## src/rtl/serial_addsub.sv

```systemverilog
// Digit-serial adder/subtractor: WIDTH-bit operands, DIGIT bits per clock through one
// shared DIGIT-bit adder. Valid/ready handshakes on both sides, result and flags registered.
module serial_addsub #(
  parameter int WIDTH = 16,
  parameter int DIGIT = 4
) (
  input  logic             clk,
  input  logic             rst_n,
  input  logic             in_valid,
  output logic             in_ready,
  input  logic [WIDTH-1:0] a,
  input  logic [WIDTH-1:0] b,
  input  logic             carry_in,
  input  logic             mode,
  output logic             out_valid,
  input  logic             out_ready,
  output logic [WIDTH-1:0] y,
  output logic             carry_out,
  output logic             overflow,
  output logic             zero,
  output logic             negative
);

  localparam int N     = WIDTH / DIGIT;
  localparam int CNT_W = (N > 1) ? $clog2(N) : 1;

  typedef enum logic [1:0] {
    S_IDLE,
    S_RUN,
    S_DONE
  } state_t;

  state_t           r_state;
  logic [WIDTH-1:0] r_a;
  logic [WIDTH-1:0] r_b;
  logic [WIDTH-1:0] r_sh;
  logic             r_carry;
  logic [CNT_W-1:0] r_cnt;

  logic [DIGIT-1:0] w_a_dig;
  logic [DIGIT-1:0] w_b_dig;
  logic [DIGIT:0]   w_full;
  logic [DIGIT-1:0] w_sum;
  logic             w_cout;
  logic             w_cin_msb;
  logic             w_last;
  logic [WIDTH-1:0] w_y_full;

  // Operands shift right one digit per cycle, so the active digit is always the low slice.
  assign w_a_dig = r_a[DIGIT-1:0];
  assign w_b_dig = r_b[DIGIT-1:0];
  assign w_last  = (r_cnt == CNT_W'(N - 1));

  // NOTE: every variable assigned in always_comb gets a value on every path; a missed
  // path would infer a latch.
  always_comb begin
    w_full    = {1'b0, w_a_dig} + {1'b0, w_b_dig} + {{DIGIT{1'b0}}, r_carry};
    w_sum     = w_full[DIGIT-1:0];
    w_cout    = w_full[DIGIT];
    // Carry into the digit's MSB recovered from the MSB sum bit.
    w_cin_msb = w_a_dig[DIGIT-1] ^ w_b_dig[DIGIT-1] ^ w_sum[DIGIT-1];
    // New digit enters at the top; after N digits digit 0 has reached bit 0.
    w_y_full  = (r_sh >> DIGIT) | (WIDTH'(w_sum) << (WIDTH - DIGIT));
  end

  // NOTE: sequential state uses non-blocking assignments so every register samples
  // pre-edge values regardless of statement order.
  always_ff @(posedge clk or negedge rst_n) begin
    if (!rst_n) begin
      r_state   <= S_IDLE;
      r_a       <= '0;
      r_b       <= '0;
      r_sh      <= '0;
      r_carry   <= 1'b0;
      r_cnt     <= '0;
      in_ready  <= 1'b1;
      out_valid <= 1'b0;
      y         <= '0;
      carry_out <= 1'b0;
      overflow  <= 1'b0;
      zero      <= 1'b0;
      negative  <= 1'b0;
    end else begin
      case (r_state)
        S_IDLE: begin
          if (in_valid) begin
            r_a      <= a;
            r_b      <= mode ? ~b : b;
            r_carry  <= carry_in;
            r_cnt    <= '0;
            in_ready <= 1'b0;
            r_state  <= S_RUN;
          end
        end
        S_RUN: begin
          r_a     <= r_a >> DIGIT;
          r_b     <= r_b >> DIGIT;
          r_sh    <= w_y_full;
          r_carry <= w_cout;
          r_cnt   <= r_cnt + 1'b1;
          if (w_last) begin
            y         <= w_y_full;
            carry_out <= w_cout;
            overflow  <= w_cin_msb ^ w_cout;
            zero      <= (w_y_full == '0);
            negative  <= w_y_full[WIDTH-1];
            out_valid <= 1'b1;
            r_state   <= S_DONE;
          end
        end
        S_DONE: begin
          if (out_ready) begin
            out_valid <= 1'b0;
            in_ready  <= 1'b1;
            r_state   <= S_IDLE;
          end
        end
        default: begin
          out_valid <= 1'b0;
          in_ready  <= 1'b1;
          r_state   <= S_IDLE;
        end
      endcase
    end
  end

endmodule
```

## config.mk

```make
export PLATFORM = sky130hd
export DESIGN_NAME = serial_addsub
export DESIGN_NICKNAME = d
export VERILOG_FILES = /design/src/rtl/serial_addsub.sv
export SDC_FILE = /design/constraint.sdc
export NUM_CORES = 1
export LEC_CHECK = 0
export ABC_AREA = 1
export CORE_MARGIN = 3
export CORE_UTILIZATION = 25
export DETAILED_ROUTE_END_ITERATION = 8
export HOLD_SLACK_MARGIN = 0.15
export SLEW_MARGIN = 15
export SYNTH_ARGS = -nofsm -noshare
export SYNTH_HDL_FRONTEND = slang
export SYNTH_SLANG_ARGS = --single-unit
```

## constraint.sdc

```tcl
create_clock -name clk -period 5.2 [get_ports clk]
set_clock_uncertainty 0.2 [all_clocks]
set_input_delay 1.04 -clock clk [delete_from_list [all_inputs] [get_ports clk]]
set_output_delay 1.04 -clock clk [all_outputs]
set_load 0.005 [all_outputs]
```

==> impl_metrics.toml, run 1 <==
[worst_setup_path]
critPathTopFamily = "flip-flops"
cp-start-kind = "flip-flop"
cp_slowest_cell = "dfstp_2"
startpoint = "in_ready"
crit_chain = "clkdlybuf4s50_1"
crit_fanout = 2
path_buf_inv = 1
worstRegToRegCells = 9
cp.depth = 1
crit_required_ns = 3.96
r2r-start = "r_a[0]"
setup.worst_path.end_class = "output pin"
path_class = "flip-flop to output pin"
r2r-end = "zero"
endpoint = "in_ready"
rrSetupSlack_ns = 3.08
slowest_delay_ns = 0.52
cp.arrival_ns = 1.35

[sta]
finalSetupViolations = 0
rsz0062_at_grt = "false"
finalHoldViolCount = 0
fin_crit_sh_pct = 49.8
fin_setup_tns_ns = 0
period_minus_slack_ns = 2.59
max_freq_ghz = 0.386
slew_violations = 0
relSlewSlack_pct = 34.0
worst_slew_pin_slew_ns = 0.991
hold_slack_ns = 0.268

[logic_synthesis]
synthDistinctLibCells = 33
synth.most_common_cell = "nand2_1"
yosys-top-cells-area = "dfrtp_1, nand2_1, o21ai_0"
synth_nets = 391
synth_top_area_cell = "dfrtp_1"
synth_edf_count = 0
synthFlopType = "dfrtp_1"
ys_seq_area_share_pct = 53.7
syn_area_um2 = 3260
synth-seq-cells = 70
syn-instance-count = 347
async_flop_share_pct = 100
ys_warn_count = 0
postSynthAreaPerCell_um2 = 9.40
synth_top_area_share_pct = 52.9
synth_commonest_cells = "nand2_1, dfrtp_1, o21ai_0"

[floorplan]
start_util_pct = 25.8
die_area_um2 = 14500
chipWidth_um = 120
placementRows = 41
io_pins = 60
core_um2 = 12700
dieHeight_um = 120

[clocking]
cts_resized = 0
ctsLongestPathBuffers = 2
cts_tree = "done"
cts.clk_slew.worst_paths_ns = 0.05
clock-sinks = 70
cts_buffers = 9
root_buffer = "clkbuf_16"
cts_hold_buf = 0
cts.htree.levels = 3
clk_latency_ns = 0.33
cts_setup_buffers = 0

[power_and_ir_drop]
combPwrFrac_pct = 40.9
sw_frac_of_total_pct = 38.6
seq_power_share_pct = 37.2
total_power_w = 0.00257
clkPwrFrac_pct = 21.9
internal-power_w = 0.00158
power.density_nw_per_um2 = 607
vdd_ir_drop_max_mv = 0.225
power.switching_w = 0.000993
power_leakage_nw = 1.94

[drt]
vias = 2436
first_pass_iters = 5
first_iter_violations = 88
vias_per_cell = 4.21
wl_per_cell_um = 12.2
ant_nets = 0
drc = 0
wl_um = 7080

[global_route]
grt_pass1_vias = 2483
antenna_found_initial = 0
grt_max_degree = 46
grt-ovfl-total = 0
grt_util_all_layers_pct = 10.5
grt_pass1_wl_um = 11900

[placed_design]
port_buffers = 59
gp_congestion = 0.771
hpwlAfterDp_um = 4980

[flow_run]
maxCapViolations = 0

[min_path]
min_path_type = "flip-flop to flip-flop"
hold_depth = 2

[cells_and_area]
final_layout_size_suffix_gt1_share_pct = 12.0
nets = 446
antennaDiodeCount = 0
area_delta_synth_final_pct = 29.8

[status]
outcome = "complete, no violations"
[per-stage QoR]
step                      worst slack [ns]  cells  utilization, %  cell area, µm²
after floorplan                       3.21    347               -            3260
after global placement                2.45    563            31.2            3960
after detailed placement              2.41    563            31.2            3960
after CTS                             2.58    579            33.4            4240
after global routing                  2.58    579            33.4            4240
final                                 2.61    579            33.4            4240
[flip-flops by register name, indices dropped and copies added, names as in the netlist]
register   count
r_cnt          2
r_a           16
zero           1
in_ready       1
carry_out      1
r_state        2
out_valid      1
negative       1
y             15
r_carry        1
r_sh          12
overflow       1
r_b           16
[how the worst min path moves through the flow]
stage,endpoint,start,slack [ns]
after floorplan,r_cnt[0],r_cnt[0],0.25
after detailed placement,y[2],y[2],0.26
after global placement,in_ready,in_ready,0.25
after global routing,in_ready,in_ready,0.29
final,y[2],y[2],0.27
after CTS,y[2],y[2],0.27
[final cells by class]
| cell class | count | area, µm² |
|---|---|---|
| well taps | 172 | 215 |
| flip-flops and latches | 70 | 1750 |
| fillers | 1366 | 8440 |
| clock inverters | 5 | 35.0 |
| multi-input cells | 232 | 1280 |
| repair buffers | 61 | 601 |
| clock buffers | 11 | 243 |
| inverters | 28 | 108 |
[cells in the final DEF (no fill, tap or decap), types with 3 or more instances in the layout]
cell type / Yosys / final
dfrtp_1: 69 / 69
nand3_1: 10 / 10
o211ai_1: 7 / 7
inv_1: 23 / 23
a22o_1: 5 / 5
xor2_1: 3 / 3
nand3_2: 10 / 10
nand2_2: 11 / 11
ha_1: 4 / 4
o221ai_1: 5 / 5
clkdlybuf4s50_1: 0 / 58
nor2_1: 12 / 12
nand2_1: 113 / 113
o21ai_0: 25 / 25
xnor2_1: 13 / 13
inv_2: 4 / 4
clkbuf_16: 0 / 9
[power by group through the flow]
stage	combinational [W]	sequential, W	clock (W)
4_1_cts	0.00107	0.000960	0.000580
3_5_place_dp	0.00107	0.000967	0
3_3_place_gp	0.00104	0.000959	0
5_1_grt	0.00121	0.000989	0.000605
2_1_floorplan	0.000785	0.000937	0
6_report	0.00105	0.000957	0.000563
[per-layer routing]
| layer | up-vias | track usage [%] | share of wire (%) |
|---|---|---|---|
| met4 | 0 | 3.19 | 0.86 |
| met3 | 6 | 3.51 | 5.0 |
| li1 | 1223 | - | - |
| met1 | 1147 | 13.3 | 46 |
| met5 | - | 0 | 0 |
| met2 | 60 | 17.1 | 48 |
[logic make-up (layout without fill, tap and decap cells)]
kind of cell,Yosys count,after routing,synth area share (%)
flops,70,70,53.7
simple gates,161,161,22.9
compound gates,49,49,9.36
fa+ha+maj,6,6,2.76
xor+xnor,16,16,4.29
buf+inv,45,105,7.02
No activity file was read; power rests on OpenSTA's default activity.
==> run 2, diff against run 1 <==
- clock period: 5.2 -> 2.3 ns (I/O delays scaled with it)
==> run 2 against run 1 <==
Sequential share of layout area decreased by 0.79 points. Via count decreased by 0.29%. Combinational power increased by 130%. First-iteration DRC count increased by 6.8%. Cell count increased by 0.52%. Sequential cell count unchanged. Die area unchanged. Largest power group unchanged.
==> impl_metrics.toml, run 2 (synthesis results as in run 1) <==
[sta]
fin_crit_sh_pct = 92.4
setup_slack_ns = 0.175
worst_slew_pin_slew_ns = 0.447
rsz0062_at_grt = "false"
slew_violations = 0
relSlewSlack_pct = 70.2
period_minus_slack_ns = 2.13
fin_setup_tns_ns = 0
finalHoldViolCount = 0
max_freq_ghz = 0.471
finalSetupViolations = 0

[placed_design]
place_ws_ns = 0.184
port_buffers = 59
gp_congestion = 0.803
hpwlAfterDp_um = 5000

[floorplan]
chipWidth_um = 120
core_um2 = 12700
dieHeight_um = 120
start_util_pct = 25.8
io_pins = 60
die_area_um2 = 14500
placementRows = 41

[power_and_ir_drop]
power.switching_w = 0.00223
vdd_ir_drop_max_mv = 0.585
combPwrFrac_pct = 39.5
seq_power_share_pct = 35.9
internal-power_w = 0.00378
power_leakage_nw = 1.97
sw_frac_of_total_pct = 37.1
power.density_nw_per_um2 = 1390
clkPwrFrac_pct = 24.5

[min_path]
min_path_type = "flip-flop to flip-flop"
hp-start = "in_ready"
hold_depth = 2
hold_end = "in_ready"

[clocking]
cts.htree.levels = 3
cts_resized = 0
cts.clk_slew.worst_paths_ns = 0.06
cts_tree = "done"
root_buffer = "clkbuf_16"
ctsLongestPathBuffers = 2
clk_latency_ns = 0.33
cts_buffers = 9
clock-sinks = 70

[drt]
ant_nets = 0
wl_per_cell_um = 11.9
first_iter_violations = 94
wl_um = 6920
first_pass_iters = 4
vias_per_cell = 4.17
drc = 0
vias = 2429

[worst_setup_path]
setup.worst_path.end_class = "flip-flop"
cp.arrival_ns = 2.19
crit_required_ns = 2.36
r2r-start = "r_a[0]"
cp-start-kind = "flip-flop"
path_buf_inv = 0
rrSetupSlack_ns = 0.17
cp_common_cell = "nand2_1"
r2r-end = "zero"
critPathTopFamily = "adder cells"
slowest_delay_ns = 0.47
crit_chain = "fa_1 -> fa_1 -> nor2_1 -> nand2_1 -> nor2_1 -> nand2_1 -> nor2_1 -> nand2_1 -> nand2_1"
cp_slowest_cell = "fa_1"
path_class = "flip-flop to flip-flop"
worstRegToRegCells = 9
crit_fanout = 2

[cells_and_area]
final_common_cell = "nand2_1"
final_layout_size_suffix_gt1_share_pct = 12.7
final_cell_mix = "nand2_1, dfrtp_1, clkdlybuf4s50_1, o21ai_0, inv_1"
area_delta_synth_final_pct = 32.3
fill_cells = 1350
ff_latch_area_um2 = 1750
nets = 449
multi_input_area_um2 = 1280
antennaDiodeCount = 0
reg_top3 = "r_a x16, r_b x16, y x15"

[global_route]
grt_pass1_vias = 2398
grt_max_degree = 58
antenna_found_initial = 0
grt_pass1_wl_um = 11700
grt_util_all_layers_pct = 10.3
grt-ovfl-total = 0

[status]
outcome = "complete, no violations"

[flow_run]
maxCapViolations = 0
## run 2: cell types whose count changed in the layout (fill, tap and decap cells not counted)
cell,delta
clkbuf_8,-1
clkbuf_1,-1
clkinv_2,-1
clkinvlp_4,+1
inv_6,+1
buf_4,+1
buf_12,+1
bufinv_16,+2
clkinv_4,-1
dlygate4sd3_1,+1
## run 2: repair_timing
item	4_1_cts	5_1_grt
endpoints found under the hold margin	13	0
hold buffers	1	0
setup buffers	0	0
## run 2: stage by stage
| step | total power (W) | cells | area, µm² | hold WS, ns | utilization (%) |
|---|---|---|---|---|---|
| 6_report | 0.00600 | 582 | 4320 | 0.264 | 34.1 |
| 5_1_grt | 0.00655 | 582 | 4320 | 0.284 | 34.1 |
| 4_1_cts | 0.00613 | 582 | 4320 | 0.273 | 34.1 |
| 3_5_place_dp | 0.00462 | 565 | 3990 | 0.202 | 31.5 |
| 3_3_place_gp | 0.00452 | 565 | 3990 | 0.199 | 31.5 |
| 2_1_floorplan | 0.00389 | 347 | 3260 | -0.0356 | - |
## run 2: area by class of cell
cell class,instances,area share (%)
sequential,70,40.6
multi-input combinational,232,29.7
timing repair buffer,64,14.8
clock buffer,9,5.22
tap,172,4.98
inverter,28,2.49
clock inverter,7,2.26
## run 2: worst max-delay path by stage
| stage | from | end | cells after the start | slack, ns |
|---|---|---|---|---|
| 2_1_floorplan | r_a[0] | zero | 9 | 0.31 |
| 3_3_place_gp | r_a[0] | zero | 9 | 0.23 |
| 3_5_place_dp | r_a[0] | zero | 9 | 0.18 |
| 4_1_cts | r_a[0] | zero | 9 | 0.17 |
| 5_1_grt | r_a[0] | zero | 9 | 0.07 |
| 6_report | r_a[0] | zero | 9 | 0.17 |
## run 2: routing by layer
metal	routed length (µm)	track usage, %	share of wire (%)	vias up
li1	-	-	-	1239
met5	0	0	0	-
met4	106	3.61	1.5	0
met2	3160	16.2	46	53
met3	348	3.18	5.0	10
met1	3310	13.4	48	1127
## run 2: worst register-to-register path, cell delays in order, from the launching register on
cell and delay [ns]:
dfrtp_1 0.40, fa_1 0.47, fa_1 0.46, nor2_1 0.13, nand2_1 0.06, nor2_1 0.09, nand2_1 0.06, nor2_1 0.09
nand2_1 0.06, nand2_1 0.06
## run 2: power by group through the flow
stage	clock network [W]	registers (W)	logic, W
final	0.00147	0.00216	0.00237
after floorplan	0	0.00212	0.00177
after CTS	0.00152	0.00216	0.00245
after global placement	0	0.00216	0.00236
after global routing	0.00157	0.00223	0.00274
after detailed placement	0	0.00218	0.00244
==> run 3, diff against run 2 <==
- clock period: 2.3 -> 2.6 ns (I/O delays scaled with it)
==> run 3 against run 2 <==
Clock power shrank 19%. Cell count down 0.34%. Setup slack better by 0.31 ns. Power is 14% lower. First-iteration DRC count is 67% higher. Combinational power shrank 12%. Maximum frequency is 0.46% higher. Critical path type unchanged. Largest power group unchanged. Highest routed layer unchanged.
==> impl_metrics.toml, run 3 (synthesis results as in run 1) <==
[clocking]
root_buffer = "clkbuf_16"
cts.clk_slew.worst_paths_ns = 0.05
cts_hold_buf = 1
cts_tree = "done"
ctsLongestPathBuffers = 2
cts_buffers = 9
clock-sinks = 70
cts.htree.levels = 3
cts_resized = 0
clk_latency_ns = 0.33
cts_setup_buffers = 0

[floorplan]
dieHeight_um = 120
die_area_um2 = 14500
chipWidth_um = 120
start_util_pct = 25.8
core_um2 = 12700
placementRows = 41
io_pins = 60

[sta]
worst_slew_pin_slew_ns = 0.614
period_minus_slack_ns = 2.12
relSlewSlack_pct = 59.1
slew_violations = 0
rsz0062_at_grt = "false"
fin_crit_sh_pct = 81.4
finalHoldViolCount = 0
fin_setup_tns_ns = 0
finalSetupViolations = 0
max_freq_ghz = 0.473
hold_slack_ns = 0.267

[drt]
wl_um = 6970
vias = 2453
first_iter_violations = 157
first_pass_iters = 4
drc = 0
ant_nets = 0
wl_per_cell_um = 12.0
vias_per_cell = 4.23

[worst_setup_path]
cp.depth = 9
crit_fanout = 2
r2r-end = "zero"
endpoint = "zero"
worstRegToRegCells = 9
cp-start-kind = "flip-flop"
critPathTopFamily = "adder cells"
crit_chain = "fa_1 -> fa_1 -> nor2_1 -> nand2_1 -> nor2_1 -> nand2_1 -> nor2_1 -> nand2_1 -> nand2_1"
crit_required_ns = 2.66
path_buf_inv = 0
startpoint = "r_a[0]"
cp_common_cell = "nand2_1"
cp.arrival_ns = 2.18
r2r-start = "r_a[0]"
rrSetupSlack_ns = 0.48
path_class = "flip-flop to flip-flop"
cp_slowest_cell = "fa_1"
setup.worst_path.end_class = "flip-flop"
slowest_delay_ns = 0.47

[power_and_ir_drop]
internal-power_w = 0.00325
clkPwrFrac_pct = 22.9
sw_frac_of_total_pct = 37.3
combPwrFrac_pct = 40.2
power.switching_w = 0.00193
seq_power_share_pct = 36.9
vdd_ir_drop_max_mv = 0.351
power.density_nw_per_um2 = 1210
power_leakage_nw = 1.96

[global_route]
antenna_found_initial = 0
grt_pass1_vias = 2493
grt-ovfl-total = 0
grt_util_all_layers_pct = 10.3
grt_pass1_wl_um = 11800
grt_max_degree = 46

[cells_and_area]
antennaDiodeCount = 0
final_layout_size_suffix_gt1_share_pct = 12.0
nets = 448
reg_top3 = "r_a x16, r_b x16, y x15"
fill_cells = 1329
final_cell_mix = "nand2_1, dfrtp_1, clkdlybuf4s50_1, o21ai_0, inv_1"
final_common_cell = "nand2_1"
area_delta_synth_final_pct = 31.1

[status]
outcome = "complete, no violations"

[placed_design]
hpwlAfterDp_um = 5050
gp_congestion = 0.785
port_buffers = 59

[min_path]
hp-start = "in_ready"
min_path_type = "flip-flop to flip-flop"

[flow_run]
maxCapViolations = 0
[run 3: layout make-up]
| class | count | area, µm² | share of cell area (%) |
|---|---|---|---|
| flip-flops and latches | 70 | 1750 | 41.0 |
| multi-input cells | 232 | 1280 | 30.0 |
| repair buffers | 63 | 631 | 14.7 |
| clock buffers | 11 | 243 | 5.67 |
| well taps | 172 | 215 | 5.03 |
| inverters | 28 | 108 | 2.52 |
| clock inverters | 4 | 47.5 | 1.11 |
[run 3: worst min path at each step]
stage / endpoint / slack, ns / cells past startpoint
finish: in_ready / 0.27 / 2
global route: in_ready / 0.29 / 2
CTS: in_ready / 0.27 / 2
detailed placement: y[2] / 0.26 / 2
global placement: in_ready / 0.25 / 2
floorplan: carry_out / 0.02 / 0
[run 3: worst min-delay path: cells and delay by family, from the launching register on]
family / cells / cell delay [ns]
flip-flops: 1 / 0.36
AND/OR/NAND/NOR: 2 / 0.10
[run 3: per-stage QoR]
step,total power (W),cells,setup slack (ns),utilization (%),cell area [µm²]
after floorplan,0.00344,347,0.614,-,3260
after detailed placement,0.00406,564,0.410,31.4,3980
after global placement,0.00398,564,0.480,31.4,3980
after CTS,0.00529,580,0.468,33.8,4280
after global routing,0.00565,580,0.346,33.8,4280
final,0.00519,580,0.484,33.8,4280
[run 3: metal layers]
| metal | vias to the layer above | track usage [%] | part of all wire [%] |
|---|---|---|---|
| met4 | 0 | 3.05 | 1.5 |
| met2 | 65 | 16.6 | 47 |
| met1 | 1149 | 12.7 | 45 |
| li1 | 1229 | - | - |
| met3 | 10 | 4.12 | 6.3 |
| met5 | - | 0 | 0 |
[run 3: power by group through the flow]
stage / sequential (W) / combinational (W) / clock [W]
finish: 0.00191 / 0.00209 / 0.00119
global route: 0.00198 / 0.00239 / 0.00128
CTS: 0.00192 / 0.00214 / 0.00123
detailed placement: 0.00193 / 0.00213 / 0
global placement: 0.00192 / 0.00206 / 0
floorplan: 0.00187 / 0.00157 / 0
